===== src/rtl/lf_read_ser.sv =====
// LF reader front end: carrier/ADC clock divider, one ADC capture per carrier period, MSB-first SSP serialiser (sample averaging with LF_READ_AVG_EN).
// Latency: 1 pck0 cycle from the capture edge to the MSB on ssp_din; each frame lasts ADC_W cycles.
// Backpressure: none; the ARM must take every frame, and the divisor check keeps frames from overlapping.
module lf_read_ser #(
  parameter int ADC_W     = 8,
  parameter int DIV_W     = 8,
  parameter int SAMPLE_AT = 7
) (
  input  logic             pck0,
  input  logic             reset,
  input  logic [DIV_W-1:0] divisor,
  input  logic             snoop,
  input  logic [1:0]       avg_log2,
  input  logic [ADC_W-1:0] adc_d,
  output logic             adc_clk,
  output logic             pwr_lo,
  output logic             pwr_hi,
  output logic             pwr_oe1,
  output logic             pwr_oe2,
  output logic             pwr_oe3,
  output logic             pwr_oe4,
  output logic             ssp_clk,
  output logic             ssp_frame,
  output logic             ssp_din,
  output logic             div_err,
  output logic             dbg
);
  localparam int               BC_W       = $clog2(ADC_W + 1);
  localparam logic [DIV_W:0]   MIN_DIV    = (DIV_W + 1)'(SAMPLE_AT + ADC_W);
  localparam logic [DIV_W-1:0] SAMPLE_CNT = DIV_W'(SAMPLE_AT);
  localparam logic [BC_W-1:0]  BITS       = BC_W'(ADC_W);

  logic [DIV_W-1:0] cnt;
  logic [DIV_W-1:0] div_q;
  logic             ant_lo;
  logic [ADC_W-1:0] shreg;
  logic [BC_W-1:0]  bitcnt;
  logic             sample_pt;
  logic             div_ok;
  logic             capture;
  logic             frame_start;
  logic [ADC_W-1:0] frame_dat;

  // A sample is only taken when the whole frame fits inside the low phase.
  assign sample_pt = (cnt == SAMPLE_CNT) && !ant_lo;
  assign div_ok    = {1'b0, div_q} >= MIN_DIV;
  assign capture   = sample_pt && div_ok;

  // Divisor is latched only at half-period boundaries, so a change never produces a runt pulse.
  always_ff @(posedge pck0 or posedge reset) begin
    if (reset) begin
      cnt    <= '0;
      div_q  <= '0;
      ant_lo <= 1'b0;
    end else if (cnt == div_q) begin
      cnt    <= '0;
      div_q  <= divisor;
      ant_lo <= ~ant_lo;
    end else begin
      cnt <= cnt + DIV_W'(1);
    end
  end

  always_ff @(posedge pck0 or posedge reset) begin
    if (reset) begin
      div_err <= 1'b0;
    end else if (sample_pt && !div_ok) begin
      div_err <= 1'b1;
    end
  end

`ifdef LF_READ_AVG_EN
  localparam int ACC_W = ADC_W + 3;

  logic [ACC_W-1:0] acc;
  logic [ACC_W-1:0] acc_sum;
  logic [ACC_W-1:0] avg_full;
  logic [2:0]       grp_cnt;
  logic [2:0]       grp_last;
  logic [1:0]       g_q;
  logic [1:0]       g_cur;
  logic             last_cap;

  // Group size is fixed by avg_log2 as seen at the first capture of each group.
  always_comb begin
    g_cur    = (grp_cnt == 3'd0) ? avg_log2 : g_q;
    grp_last = 3'((4'd1 << g_cur) - 4'd1);
    acc_sum  = acc + ACC_W'(adc_d);
    avg_full = acc_sum >> g_cur;
  end

  assign last_cap    = (grp_cnt == grp_last);
  assign frame_start = capture && last_cap;
  assign frame_dat   = avg_full[ADC_W-1:0];

  always_ff @(posedge pck0 or posedge reset) begin
    if (reset) begin
      acc     <= '0;
      grp_cnt <= '0;
      g_q     <= '0;
    end else if (capture) begin
      g_q <= g_cur;
      if (last_cap) begin
        acc     <= '0;
        grp_cnt <= '0;
      end else begin
        acc     <= acc_sum;
        grp_cnt <= grp_cnt + 3'd1;
      end
    end
  end
`else
  logic unused_avg;

  assign unused_avg  = ^avg_log2;
  assign frame_start = capture;
  assign frame_dat   = adc_d;
`endif

  always_ff @(posedge pck0 or posedge reset) begin
    if (reset) begin
      shreg     <= '0;
      bitcnt    <= '0;
      ssp_frame <= 1'b0;
    end else if (frame_start) begin
      shreg     <= frame_dat;
      bitcnt    <= BITS;
      ssp_frame <= 1'b1;
    end else if (bitcnt != '0) begin
      shreg     <= {shreg[ADC_W-2:0], 1'b0};
      bitcnt    <= bitcnt - BC_W'(1);
      ssp_frame <= (bitcnt != BC_W'(1));
    end
  end

  assign ssp_din = shreg[ADC_W-1] & ssp_frame;
  assign ssp_clk = pck0;
  assign adc_clk = ~ant_lo;
  assign dbg     = ~ant_lo;
  assign pwr_lo  = ant_lo & ~snoop;
  assign pwr_hi  = 1'b0;
  assign pwr_oe1 = 1'b0;
  assign pwr_oe2 = 1'b0;
  assign pwr_oe3 = 1'b0;
  assign pwr_oe4 = 1'b0;
endmodule


===== config.mk =====
export PLATFORM = sky130hd
export DESIGN_NAME = lf_read_ser
export DESIGN_NICKNAME = d
export VERILOG_FILES = /design/src/rtl/lf_read_ser.sv
export SDC_FILE = /design/constraint.sdc
export NUM_CORES = 1
export LEC_CHECK = 0
export ABC_CLOCK_PERIOD_IN_PS = 1900
export CORE_ASPECT_RATIO = 0.9
export CORE_MARGIN = 3
export CORE_UTILIZATION = 45
export DETAILED_ROUTE_END_ITERATION = 8
export PLACE_DENSITY = 0.75
export SETUP_SLACK_MARGIN = 0.2
export SLEW_MARGIN = 20
export SYNTH_ARGS = -nofsm -noshare
export SYNTH_HDL_FRONTEND = slang
export SYNTH_SLANG_ARGS = --single-unit

===== constraint.sdc =====
create_clock -name pck0 -period 1.9 [get_ports pck0]
set_input_delay 0.285 -clock pck0 [delete_from_list [all_inputs] [get_ports pck0]]
set_output_delay 0.285 -clock pck0 [all_outputs]
set_load 0.02 [all_outputs]

-- Word-level counts from Yosys, hierarchy flattened
Index checks and enable logic that the tools add are counted.
- register bits after elaboration: 31
- input port bits: 21
- word-level logic and storage cells: 31
- output and inout port bits: 12
- order comparisons: 1
- add/sub/neg operators: 2
- muxes and demuxes: 7
- bitwise operators: 4
- equality and inequality tests: 3
- reductions and logical operators: 7
- operators with widths (cell ; count):
    $mux W8 ; 3
    $add A8 B1 Y8 const B ; 1
    $eq A8 B3 Y1 const B ; 1
    $eq A8 B8 Y1 ; 1
    $ge A8 B4 Y1 const B ; 1
    $mux W4 ; 2
    $ne A4 B1 Y1 const B ; 1
    $reduce_bool A4 Y1 ; 1
    $sub A4 B1 Y4 const B ; 1
    $logic_and A1 B1 Y1 ; 3
    $and A1 B1 Y1 ; 2
    $logic_not A1 Y1 ; 2
    $mux W1 ; 2
    $not A1 Y1 ; 2
    $reduce_bool A2 Y1 ; 1

-- Depth between registers and ports, before layout
- depth after elaboration: 4
- depth in mapped cells: 7
- mapped depth without buffers: 6

==> summary.md <==
| Metric | Value |
|---|---|
| Antenna diode count | `0` |
| GRT busiest layer | `met2` |
| Filler cell count | `252` |
| Grt ovf | `0` |
| GR Util All Layers | `0.1518` |
| DIE HEIGHT | `61.68 um` |
| Top cells by area, synth | `dfrtp_1 50%, xor2_1 6.8%, mux2_2 6.5%` |
| # DRC | `0` |
| P_leak | `0.8908 nW` |
| Met3 Use GR | `0.05292` |
| RSZ-0062 raised after global routing | `yes` |
| FF/Latch Area | `775.7 um^2` |
| Avg WL per Cell | `12.60 um` |
| Worst Path Arrival | `1960 ps` |
| VDD IR max | `0.001019 V` |
| Die Wd | `67.87 um` |
| DRT iter0 DRCs | `59` |
| Area delta synth->final | `31.32%` |
| Post-DR vias/cell | `between 5 and 6` |
| Multi-input gate area | `between 700 and 800 um^2` |
| DP Area | `roughly 1900 um^2` |
| Slew Limit Fails | `0` |
| CP Class | `flip-flop to flip-flop` |
| Critical Path Sink Type | `flip-flop` |
| Hold Crit Class | `input pin to async pin` |
| Gp weighted congestion | `0.7572` |
| Setup tns final | `0 ps` |
| DRT Pass-1 Iters | `4` |
| Met1 usage | `0.1856` |
| Final setup viols | `0` |
| Synth Register Bits | `31` |
| Core Region | `approximately 3200 um^2` |
| Layout Cells excl Fill | `218` |
| Avg Cell Area, Syn | `roughly 11 um^2` |
| Clk Latency, worst-skew pair | `390 ps` |
| Hpwl dp | `2000 um` |
| Post-synth EDFFs | `0` |
| Inst Count DP | `206` |
| Initial antenna violation count | `0` |
| Max Cap Viol | `0` |
| Routed WL | `2747 um` |
| Top cells by count, synth | `31 x dfrtp_1, 12 x nand2_1, 12 x xor2_1` |
| Yosys warnings | `0` |
| Period minus WS final | `1696 ps` |
| Worst setup SP type | `flip-flop` |
| Post-synthesis cell type count | `32` |
| Final Cell Area | `2036 um^2` |
| Syn Inst Count | `138` |
| Starting Density | `0.4866` |
| Max Freq | `between 0.5 and 0.6 GHz` |
| Final net count | `~200` |
| I/O pin total | `33` |
| Clock Skews | `4.407 ps` |
| Asr flop ratio synth | `1.000` |
| Count leader, synth | `dfrtp_1` |
| Clock-pin slew on the worst setup and hold paths | `approximately 60 ps` |
| Largest net degree at the start of global routing | `32` |
| Final hold viol count | `0` |
| Met2 Track Usage GR | `0.2386` |
| Layout cells sized above 1 | `0.2273` |
| Final period util | `0.8924` |
| Pwr dens | `1628 nW/um^2` |
| First-pass GRT wire length | `around 4600 um` |
| Number of global-route vias before repair | `1,083` |
| Post-synthesis sequential area ratio | `0.5004` |
| IO Port Bufs | `25` |
| Top_reg_cell synth | `dfrtp_1` |
| Critical Path RT | `around 2200 ps` |
| Largest fanout on the critical path | `21` |
| Yosys top cell by area | `dfrtp_1` |
| Clock tree from TritonCTS | `yes` |
| Via count | `1,104` |
| Top cell type's share of synthesized area | `0.5004` |
| Die Area | `4186 um^2` |
| Core Rows | `19` |
| Outcome | `completed` |
| Post-route ant nets | `0` |
| Synth Cell Area | `between 1500 and 2000 um^2` |
-- path summary, 6_finish.rpt --
kind,startpoint,to,slack (ps),cells past startpoint
min in group pck0,adc_d[6],shreg[6],450,3
hold / removal,reset,shreg[1],310,3
hold reg to reg,div_err,div_err,480,1
setup / recovery,cnt[5],shreg[7],200,4
setup reg to reg,cnt[5],shreg[7],200,4
max in group asynchronous,reset,ant_lo,1310,3
-- power breakdown --
group          leakage (nW)  switching, mW  internal [mW]
Clock                0.0772          0.296          0.478
Sequential            0.385          0.278          0.943
Combinational         0.429          0.660          0.659
Total                 0.891           1.23           2.08
-- cells by family (layout without fill, tap and decap cells) --
kind of cell             count (synthesis)  count (layout)  synth area share
AO/OA/AOI/OAI                           20              20           0.08394
AND/OR/NAND/NOR                         37              37            0.1348
multiplexers                            16              16            0.1106
other                                    1               5          0.002419
flip-flops                              31              31            0.5004
adder cells (fa/ha/maj)                  3               3           0.02422
buffers and inverters                   14              48           0.05326
XOR/XNOR                                16              16           0.09039
-- routing by layer --
metal | routed length, um | share of wire
met4 | 48 | 0.017
met5 | 0 | 0
met3 | 198 | 0.072
met2 | 1312 | 0.48
met1 | 1187 | 0.43
-- cells in the final DEF, fill, tap and decap left out, types with 3 or more instances in the layout --
| cell | n |
|---|---|
| clkdlybuf4s50_1 | 20 |
| inv_1 | 4 |
| conb_1 | 5 |
| mux2i_1 | 7 |
| mux2_2 | 9 |
| ha_1 | 3 |
| clkbuf_8 | 10 |
| nor2_1 | 5 |
| a21oi_1 | 8 |
| nand3_1 | 4 |
| nand2_1 | 11 |
| dlygate4sd2_1 | 4 |
| xor2_1 | 12 |
| buf_4 | 7 |
| dfrtp_1 | 31 |
| o21ai_0 | 9 |
| xnor2_1 | 4 |
-- stage by stage --
stage | utilization | setup slack (ps) | hold slack (ps) | power [mW]
finish | 0.6390 | 204.4 | 311.7 | 3.314
global route | 0.6390 | 116.3 | 336.9 | 3.566
global placement | 0.5927 | 126.3 | 459.8 | 2.566
CTS | 0.6351 | 126.4 | 327.4 | 3.345
floorplan | - | 204.8 | 388.5 | 2.255
detailed placement | 0.5927 | 74.89 | 467.5 | 2.636
-- sequential cells by signal, indices dropped and copies added, names as in the netlist --
signal and flops:
ant_lo 1, bitcnt 4, cnt 8, div_err 1, div_q 8, shreg 8
ssp_frame 1
-- worst max-delay path, cell delays in order (launching register included) --
cell and delay [ps]:
dfrtp_1 430, or4_4 570, a2111oi_4 270, buf_12 190, o21ai_0 100
-- repair_timing --
action,in CTS,in global routing
buffers inserted,0,1
hold endpoints to repair,0,0
pin swaps,1,1
endpoints found under the setup margin,18,10
gates resized for setup,5,4
hold buffers,0,0
-- layout make-up --
type                            instances  area share
Inverter                                4    0.007376
Timing Repair Buffer                   32      0.1512
Clock buffer                           12     0.07191
Multi-Input combinational cell         97      0.3626
Tap cell                               42     0.02581
Sequential cell                        31      0.3811
Note: power is estimated with default switching activity, not from simulation.
